==> src/rtl/bitserial_multi_adder_if.sv <==
// Handshake bundle for the bit-serial multi-operand adder: beat input side and result word output side.
interface bitserial_multi_adder_if #(
    parameter int unsigned M     = 32,
    parameter int unsigned OUT_W = 8,
    parameter int unsigned CNT_W = 16
) ();
    logic             in_vld;
    logic             in_rdy;
    logic [M-1:0]     in_bits;
    logic [CNT_W-1:0] num_words_i;
    logic             signed_i;
    logic             out_vld;
    logic             out_rdy;
    logic [OUT_W-1:0] out_data;
    logic             out_first;
    logic             out_last;

    modport master (
        output in_vld, in_bits, num_words_i, signed_i, out_rdy,
        input  in_rdy, out_vld, out_data, out_first, out_last
    );

    modport slave (
        input  in_vld, in_bits, num_words_i, signed_i, out_rdy,
        output in_rdy, out_vld, out_data, out_first, out_last
    );
endinterface

==> src/rtl/bitserial_multi_adder.sv <==
// Sums M bit-serial operands (LSB first) via popcount plus running carry; results leave as
// OUT_W-bit words through a small registered FIFO, data words first, then the carry words.
module bitserial_multi_adder #(
    parameter int unsigned M          = 32,
    parameter int unsigned OUT_W      = 8,
    parameter int unsigned CNT_W      = 16,
    parameter int unsigned FIFO_DEPTH = 4
) (
    input  logic                    clk,
    input  logic                    rst_n,
    bitserial_multi_adder_if.slave  bus,
    output logic                    busy
);
    localparam int unsigned PW          = $clog2(M) + 1;
    localparam int unsigned CW          = $clog2(M) + 2;
    localparam int unsigned CARRY_WORDS = ($clog2(M) + 1 + OUT_W - 1) / OUT_W;
    localparam int unsigned CXW         = CARRY_WORDS * OUT_W;
    localparam int unsigned BW          = (OUT_W > 1) ? $clog2(OUT_W) : 1;
    localparam int unsigned FW          = $clog2(FIFO_DEPTH);
    localparam int unsigned FCW         = $clog2(CARRY_WORDS + 1);

    typedef enum logic [1:0] {StIdle, StAcc, StFlush} state_e;

    state_e           state_q, state_d;
    logic [CNT_W-1:0] nw_q, nw_d, word_q, word_d;
    logic             sgn_q, sgn_d;
    logic [BW-1:0]    bit_q, bit_d;
    logic [CW-1:0]    carry_q, carry_d;
    logic [OUT_W-1:0] asm_q, asm_d;
    logic [FCW-1:0]   fc_q, fc_d;

    logic [OUT_W-1:0] mem_data [FIFO_DEPTH];
    logic             mem_first [FIFO_DEPTH];
    logic             mem_last [FIFO_DEPTH];
    logic [FW-1:0]    wr_q, rd_q;
    logic [FW:0]      cnt_q;

    logic             fifo_full, fifo_empty, accept, pop;
    logic             push, push_first, push_last;
    logic [OUT_W-1:0] push_data;
    logic [PW-1:0]    popcnt;
    logic             idle, cur_sgn, last_bit, word_done;
    logic [CNT_W-1:0] cur_nw, cur_word;
    logic [BW-1:0]    cur_bit;
    logic [CW-1:0]    cur_carry;
    logic [OUT_W-1:0] cur_asm, asm_new;
    logic [CW:0]      carry_ext, pop_ext, t;
    logic             fill;
    logic [CXW+CW-1:0] carry_tmp;
    logic [CXW-1:0]   carry_wide;

    assign fifo_full  = (cnt_q == (FW+1)'(FIFO_DEPTH));
    assign fifo_empty = (cnt_q == '0);
    assign bus.in_rdy = rst_n & (state_q != StFlush) & ~fifo_full;
    assign accept     = bus.in_vld & bus.in_rdy;
    assign pop        = bus.out_vld & bus.out_rdy;
    assign busy       = (state_q != StIdle);

    assign bus.out_vld   = ~fifo_empty;
    assign bus.out_data  = fifo_empty ? '0 : mem_data[rd_q];
    assign bus.out_first = ~fifo_empty & mem_first[rd_q];
    assign bus.out_last  = ~fifo_empty & mem_last[rd_q];

    always_comb begin
        popcnt = '0;
        for (int i = 0; i < int'(M); i++) begin
            popcnt = popcnt + PW'(bus.in_bits[i]);
        end
    end

    // In IDLE the beat being accepted is bit 0 of a fresh result, so use reset-like context.
    always_comb begin
        idle      = (state_q == StIdle);
        cur_nw    = idle ? ((bus.num_words_i == '0) ? CNT_W'(1) : bus.num_words_i) : nw_q;
        cur_sgn   = idle ? bus.signed_i : sgn_q;
        cur_bit   = idle ? '0 : bit_q;
        cur_word  = idle ? '0 : word_q;
        cur_carry = idle ? '0 : carry_q;
        cur_asm   = idle ? '0 : asm_q;
        word_done = (cur_bit == BW'(OUT_W - 1));
        last_bit  = word_done && (cur_word == cur_nw - 1'b1);
        carry_ext = {cur_carry[CW-1], cur_carry};
        pop_ext   = (CW+1)'(popcnt);
        t         = (cur_sgn && last_bit) ? (carry_ext - pop_ext) : (carry_ext + pop_ext);
        asm_new   = cur_asm;
        asm_new[cur_bit] = t[0];
        fill       = sgn_q & carry_q[CW-1];
        carry_tmp  = {{CXW{fill}}, carry_q};
        carry_wide = carry_tmp[CXW-1:0];
    end

    always_comb begin
        state_d    = state_q;
        nw_d       = nw_q;
        sgn_d      = sgn_q;
        bit_d      = bit_q;
        word_d     = word_q;
        carry_d    = carry_q;
        asm_d      = asm_q;
        fc_d       = fc_q;
        push       = 1'b0;
        push_first = 1'b0;
        push_last  = 1'b0;
        push_data  = '0;
        unique case (state_q)
            StIdle, StAcc: begin
                if (accept) begin
                    nw_d    = cur_nw;
                    sgn_d   = cur_sgn;
                    carry_d = t[CW:1];
                    if (word_done) begin
                        push       = 1'b1;
                        push_data  = asm_new;
                        push_first = (cur_word == '0);
                        bit_d      = '0;
                        word_d     = cur_word + 1'b1;
                        asm_d      = '0;
                    end else begin
                        bit_d  = cur_bit + 1'b1;
                        word_d = cur_word;
                        asm_d  = asm_new;
                    end
                    if (last_bit) begin
                        state_d = StFlush;
                        fc_d    = '0;
                    end else begin
                        state_d = StAcc;
                    end
                end
            end
            StFlush: begin
                if (!fifo_full) begin
                    push = 1'b1;
                    for (int w = 0; w < int'(CARRY_WORDS); w++) begin
                        if (fc_q == FCW'(w)) push_data = carry_wide[w*OUT_W +: OUT_W];
                    end
                    push_last = (fc_q == FCW'(CARRY_WORDS - 1));
                    fc_d      = fc_q + 1'b1;
                    if (push_last) state_d = StIdle;
                end
            end
            default: state_d = StIdle;
        endcase
    end

    always_ff @(posedge clk) begin
        if (!rst_n) begin
            state_q <= StIdle;
            nw_q    <= '0;
            sgn_q   <= 1'b0;
            bit_q   <= '0;
            word_q  <= '0;
            carry_q <= '0;
            asm_q   <= '0;
            fc_q    <= '0;
            wr_q    <= '0;
            rd_q    <= '0;
            cnt_q   <= '0;
        end else begin
            state_q <= state_d;
            nw_q    <= nw_d;
            sgn_q   <= sgn_d;
            bit_q   <= bit_d;
            word_q  <= word_d;
            carry_q <= carry_d;
            asm_q   <= asm_d;
            fc_q    <= fc_d;
            if (push) wr_q <= wr_q + 1'b1;
            if (pop) rd_q <= rd_q + 1'b1;
            case ({push, pop})
                2'b10:   cnt_q <= cnt_q + 1'b1;
                2'b01:   cnt_q <= cnt_q - 1'b1;
                default: cnt_q <= cnt_q;
            endcase
        end
    end

    // Storage needs no reset: the occupancy count gates every output.
    always_ff @(posedge clk) begin
        if (rst_n && push) begin
            mem_data[wr_q]  <= push_data;
            mem_first[wr_q] <= push_first;
            mem_last[wr_q]  <= push_last;
        end
    end
endmodule

==> src/flat_wrapper.sv <==
// flat-port wrapper written by rule: the top's interface ports become plain ports
module bitserial_multi_adder_flat 
#(
    parameter int unsigned M          = 32,
    parameter int unsigned OUT_W      = 8,
    parameter int unsigned CNT_W      = 16,
    parameter int unsigned FIFO_DEPTH = 4
)
  (clk, rst_n, busy, bus_in_vld, bus_in_bits, bus_num_words_i, bus_signed_i, bus_out_rdy, bus_in_rdy, bus_out_vld, bus_out_data, bus_out_first, bus_out_last);
  bitserial_multi_adder_if #(.M(M), .OUT_W(OUT_W), .CNT_W(CNT_W)) bus_i ();
  input  logic clk;
  input  logic rst_n;
  output logic busy;
  input wire logic [$bits(bus_i.in_vld)-1:0] bus_in_vld;
  input wire logic [$bits(bus_i.in_bits)-1:0] bus_in_bits;
  input wire logic [$bits(bus_i.num_words_i)-1:0] bus_num_words_i;
  input wire logic [$bits(bus_i.signed_i)-1:0] bus_signed_i;
  input wire logic [$bits(bus_i.out_rdy)-1:0] bus_out_rdy;
  output wire logic [$bits(bus_i.in_rdy)-1:0] bus_in_rdy;
  output wire logic [$bits(bus_i.out_vld)-1:0] bus_out_vld;
  output wire logic [$bits(bus_i.out_data)-1:0] bus_out_data;
  output wire logic [$bits(bus_i.out_first)-1:0] bus_out_first;
  output wire logic [$bits(bus_i.out_last)-1:0] bus_out_last;
  assign bus_i.in_vld = bus_in_vld;
  assign bus_i.in_bits = bus_in_bits;
  assign bus_i.num_words_i = bus_num_words_i;
  assign bus_i.signed_i = bus_signed_i;
  assign bus_i.out_rdy = bus_out_rdy;
  assign bus_in_rdy = bus_i.in_rdy;
  assign bus_out_vld = bus_i.out_vld;
  assign bus_out_data = bus_i.out_data;
  assign bus_out_first = bus_i.out_first;
  assign bus_out_last = bus_i.out_last;
  bitserial_multi_adder #(.M(M), .OUT_W(OUT_W), .CNT_W(CNT_W), .FIFO_DEPTH(FIFO_DEPTH)) u_core (.clk(clk), .rst_n(rst_n), .bus(bus_i), .busy(busy));
endmodule
==> config.mk <==
export PLATFORM = sky130hd
export DESIGN_NAME = bitserial_multi_adder_flat
export DESIGN_NICKNAME = d
export VERILOG_FILES = /design/src/rtl/bitserial_multi_adder_if.sv /design/src/rtl/bitserial_multi_adder.sv /design/src/flat_wrapper.sv
export SDC_FILE = /design/constraint.sdc
export NUM_CORES = 1
export LEC_CHECK = 0
export ABC_AREA = 1
export CAP_MARGIN = 20
export CORE_MARGIN = 1.5
export CORE_UTILIZATION = 50
export DETAILED_ROUTE_END_ITERATION = 10
export HOLD_SLACK_MARGIN = 0.1
export PLACE_DENSITY = 0.74
export RECOVER_POWER = 100
export SYNTH_ARGS = -nofsm -noshare
export SYNTH_HDL_FRONTEND = slang
export SYNTH_SLANG_ARGS = --single-unit
==> constraint.sdc <==
create_clock -name clk -period 13 [get_ports clk]
set_clock_uncertainty 0.05 [all_clocks]
set_input_delay 2.6 -clock clk [delete_from_list [all_inputs] [get_ports clk]]
set_output_delay 2.6 -clock clk [all_outputs]
set_load 0.05 [all_outputs]
==> flow_summary.json <==
{
  "cp_slowest_cell": "dlygate4sd3_1",
  "drcViolationCount": 0,
  "cts_buffers": 9,
  "finalCritPeriodShare_pct": 72.3,
  "crit_top_cell": "fa_1",
  "worstSetupStartpointType": "input port",
  "rr_endpoint": "u_core.cnt_q[2]",
  "fmax_mhz": 106,
  "worst_pin_slew_ns": 2.40,
  "netlist_instances": 890,
  "ys.warnings.count": 0,
  "antenna_found_initial": 0,
  "yosys_most_used_dff": "dfxtp_1",
  "fin_crit_ns": 9.40,
  "violations": "capacitance limit, slew limit",
  "synth_seq_area_share_pct": 36.4,
  "clock_path_buffers": 2,
  "cts_setup_buffers": 0,
  "placementRows": 42,
  "clk_pin_slew_ns": 0.07,
  "gp_congestion": 0.841,
  "reg2reg_from": "u_core.cnt_q[2]",
  "grt_max_degree": 60,
  "grt_pass1_wl_um": 23900,
  "synth_most_common_cell": "nor2_1",
  "core_area_sq_um": 13200,
  "ir_worst_vdd_mv": 0.213,
  "p_leak_nw": 3.14,
  "cts_hold_buf": 0,
  "clock-root-buffer": "clkbuf_16",
  "grt_pass1_vias": 5340,
  "status": "finished, violations left",
  "synth_fp_nets": 995,
  "final_cell_area_sq_um": 7810,
  "die_h_um": 119,
  "cts_tree": "done",
  "setup_viol": 0,
  "io_buffers": 65,
  "via_per_inst": 5.08,
  "hold_start": "u_core.nw_q[14]",
  "hold_viol_final": 0,
  "area_growth_pct": 15.4,
  "drt_iter0_markers": 331,
  "layout.nets": 1046,
  "io_pins": 66,
  "yosysTopAreaCellShare_pct": 18.6,
  "cts_htree_levels": 3,
  "routed_wl_um": 13800,
  "relSlewSlack_pct": -59.7,
  "drv_slew": 96,
  "r2r_cells": 16,
  "die_area_sq_um": 14300,
  "synth-seq-cells": 103,
  "tns_ns": 0,
  "placed_cell_area_sq_um": 7550,
  "diodes": 0,
  "grt_overflow": 0,
  "num_vias": 5702,
  "dp_hpwl_um": 10400,
  "arrival_ns": 9.60,
  "p_per_area_nw_per_um2": 195,
  "worst-r2r-setup-slack_ns": 7.67,
  "synth_top_cell_by_area": "dfxtp_1",
  "die_width_um": 119,
  "synth_cell_type_count": 46,
  "max_stage_delay_ns": 0.54,
  "ctsResizeCount": 0,
  "worst-path-max-fanout": 3,
  "syn_area_sq_um": 6770,
  "endpoint_kind": "flip-flop",
  "initial_core_util_pct": 51.1,
  "endpoint": "u_core.carry_q[6]",
  "setup.worst_path.start": "bus_in_bits[0]",
  "rsz0062_at_grt": "no",
  "clkSinkCount": 103,
  "crit_type": "in -> reg",
  "insertion_delay_ns": 0.35,
  "ys_async_sr_fraction_pct": 0,
  "grt_use_total_pct": 20.5,
  "fill_cells": 1237,
  "synth_edf_count": 40,
  "synth_common_cells": "nor2_1, inv_1, nand2_1, o21ai_0, dfxtp_1",
  "wl_per_cell_um": 12.3,
  "route.antenna.remaining_nets": 0,
  "min_path_type": "reg -> reg",
  "syn_area_per_cell_sq_um": 7.61,
  "cap_violations": 2,
  "first_pass_iters": 4,
  "crit_required_ns": 13.20,
  "drive_above_1_share_pct": 6.03,
  "synthTopCellsByArea": "dfxtp_1, edfxtp_1, nor2_1"
}
[through the flow]
stage	hold slack (ns)	setup WS [ns]	cells	power [W]	util (%)
finish	0.414	3.60	1122	0.00152	59.0
floorplan	0.385	4.20	890	0.00110	-
detailed placement	0.407	3.38	1106	0.00128	57.0
CTS	0.418	3.72	1122	0.00153	59.1
global placement	0.400	3.52	1106	0.00125	57.0
global route	0.438	2.71	1122	0.00169	59.0
[critical path, delay by kind of cell]
| kind | cells | cell delay, ns |
|---|---|---|
| xor gates and xnor gates | 1 | 0.20 |
| AOI/OAI and AO/OA | 3 | 0.57 |
| buffers and inverters | 8 | 0.98 |
| adders and majority gates | 11 | 4.55 |
| and+or+nand+nor | 9 | 0.70 |
[kinds of logic (layout without fill, tap and decap cells)]
family                     after synthesis  count (layout)  synth area share [%]
AOI/OAI and AO/OA                      164             164                  13.9
xor gates and xnor gates                24              24                  3.21
adders and majority gates               52              52                  12.5
buffers and inverters                  173             229                  10.0
DFF                                    103             103                  36.4
and+or+nand+nor                        374             374                  24.0
[cells in the final DEF (no fill, tap or decap), types with 3 or more instances in the layout]
master,n
a21oi_1,47
clkbuf_1,3
nand3_1,34
nor3_1,18
o21ai_0,64
inv_6,4
nand4_1,10
a2bb2oi_1,6
a31oi_1,13
o31ai_1,3
a211oi_1,7
ha_1,26
xnor2_1,5
o21ai_1,4
dfxtp_1,63
o22ai_1,5
dlygate4sd3_1,15
nand2_1,131
clkbuf_16,9
inv_1,133
nor2_1,149
nor4_1,5
o21ai_2,6
nand2_2,7
nor2_4,5
edfxtp_1,40
inv_2,8
nor2_2,6
clkdlybuf4s50_1,50
fa_1,26
nand3_2,5
xor2_1,18
[per-layer routing]
metal	track usage (%)	part of all wire, %
met5	0	0
met2	36.8	51
met1	25.7	45
met3	3.40	3.4
met4	4.84	1.2
[layout make-up]
cell class                      count  area, sq um  area share, %
Clock buffer                        9          225           2.88
Clock inverter                      7         52.6          0.673
Inverter                          143          539           6.90
Multi-Input combinational cell    614         3640           46.5
Sequential cell                   103         2460           31.5
Tap cell                          176          220           2.82
Timing Repair Buffer               70          677           8.66
[sequential cells by signal, summed over array words and instances, names as in the netlist, 2 cells and up, named ones only]
name	count
u_core.asm_q	8
u_core.bit_q	3
u_core.carry_q	7
u_core.cnt_q	3
u_core.mem_data	32
u_core.mem_first	4
u_core.mem_last	4
u_core.nw_q	16
u_core.rd_q	2
u_core.state_q	2
u_core.word_q	16
u_core.wr_q	2
[worst min path at each step]
stage / depth (start not counted) / slack, ns / endpoint
after floorplan: 2 / 0.38 / u_core.nw_q[15]
after global placement: 2 / 0.40 / u_core.nw_q[15]
after detailed placement: 2 / 0.41 / u_core.nw_q[15]
after CTS: 2 / 0.42 / u_core.nw_q[14]
after global routing: 1 / 0.44 / flip-flop
final: 2 / 0.41 / u_core.nw_q[14]
[power breakdown]
part	internal [W]	total, W	switching, W
logic	0.000368	0.000915	0.000546
registers	0.000346	0.000352	0.00000545
clock network	0.000132	0.000255	0.000123
total	0.000847	0.00152	0.000674
Note: power is estimated with default switching activity, not from simulation.
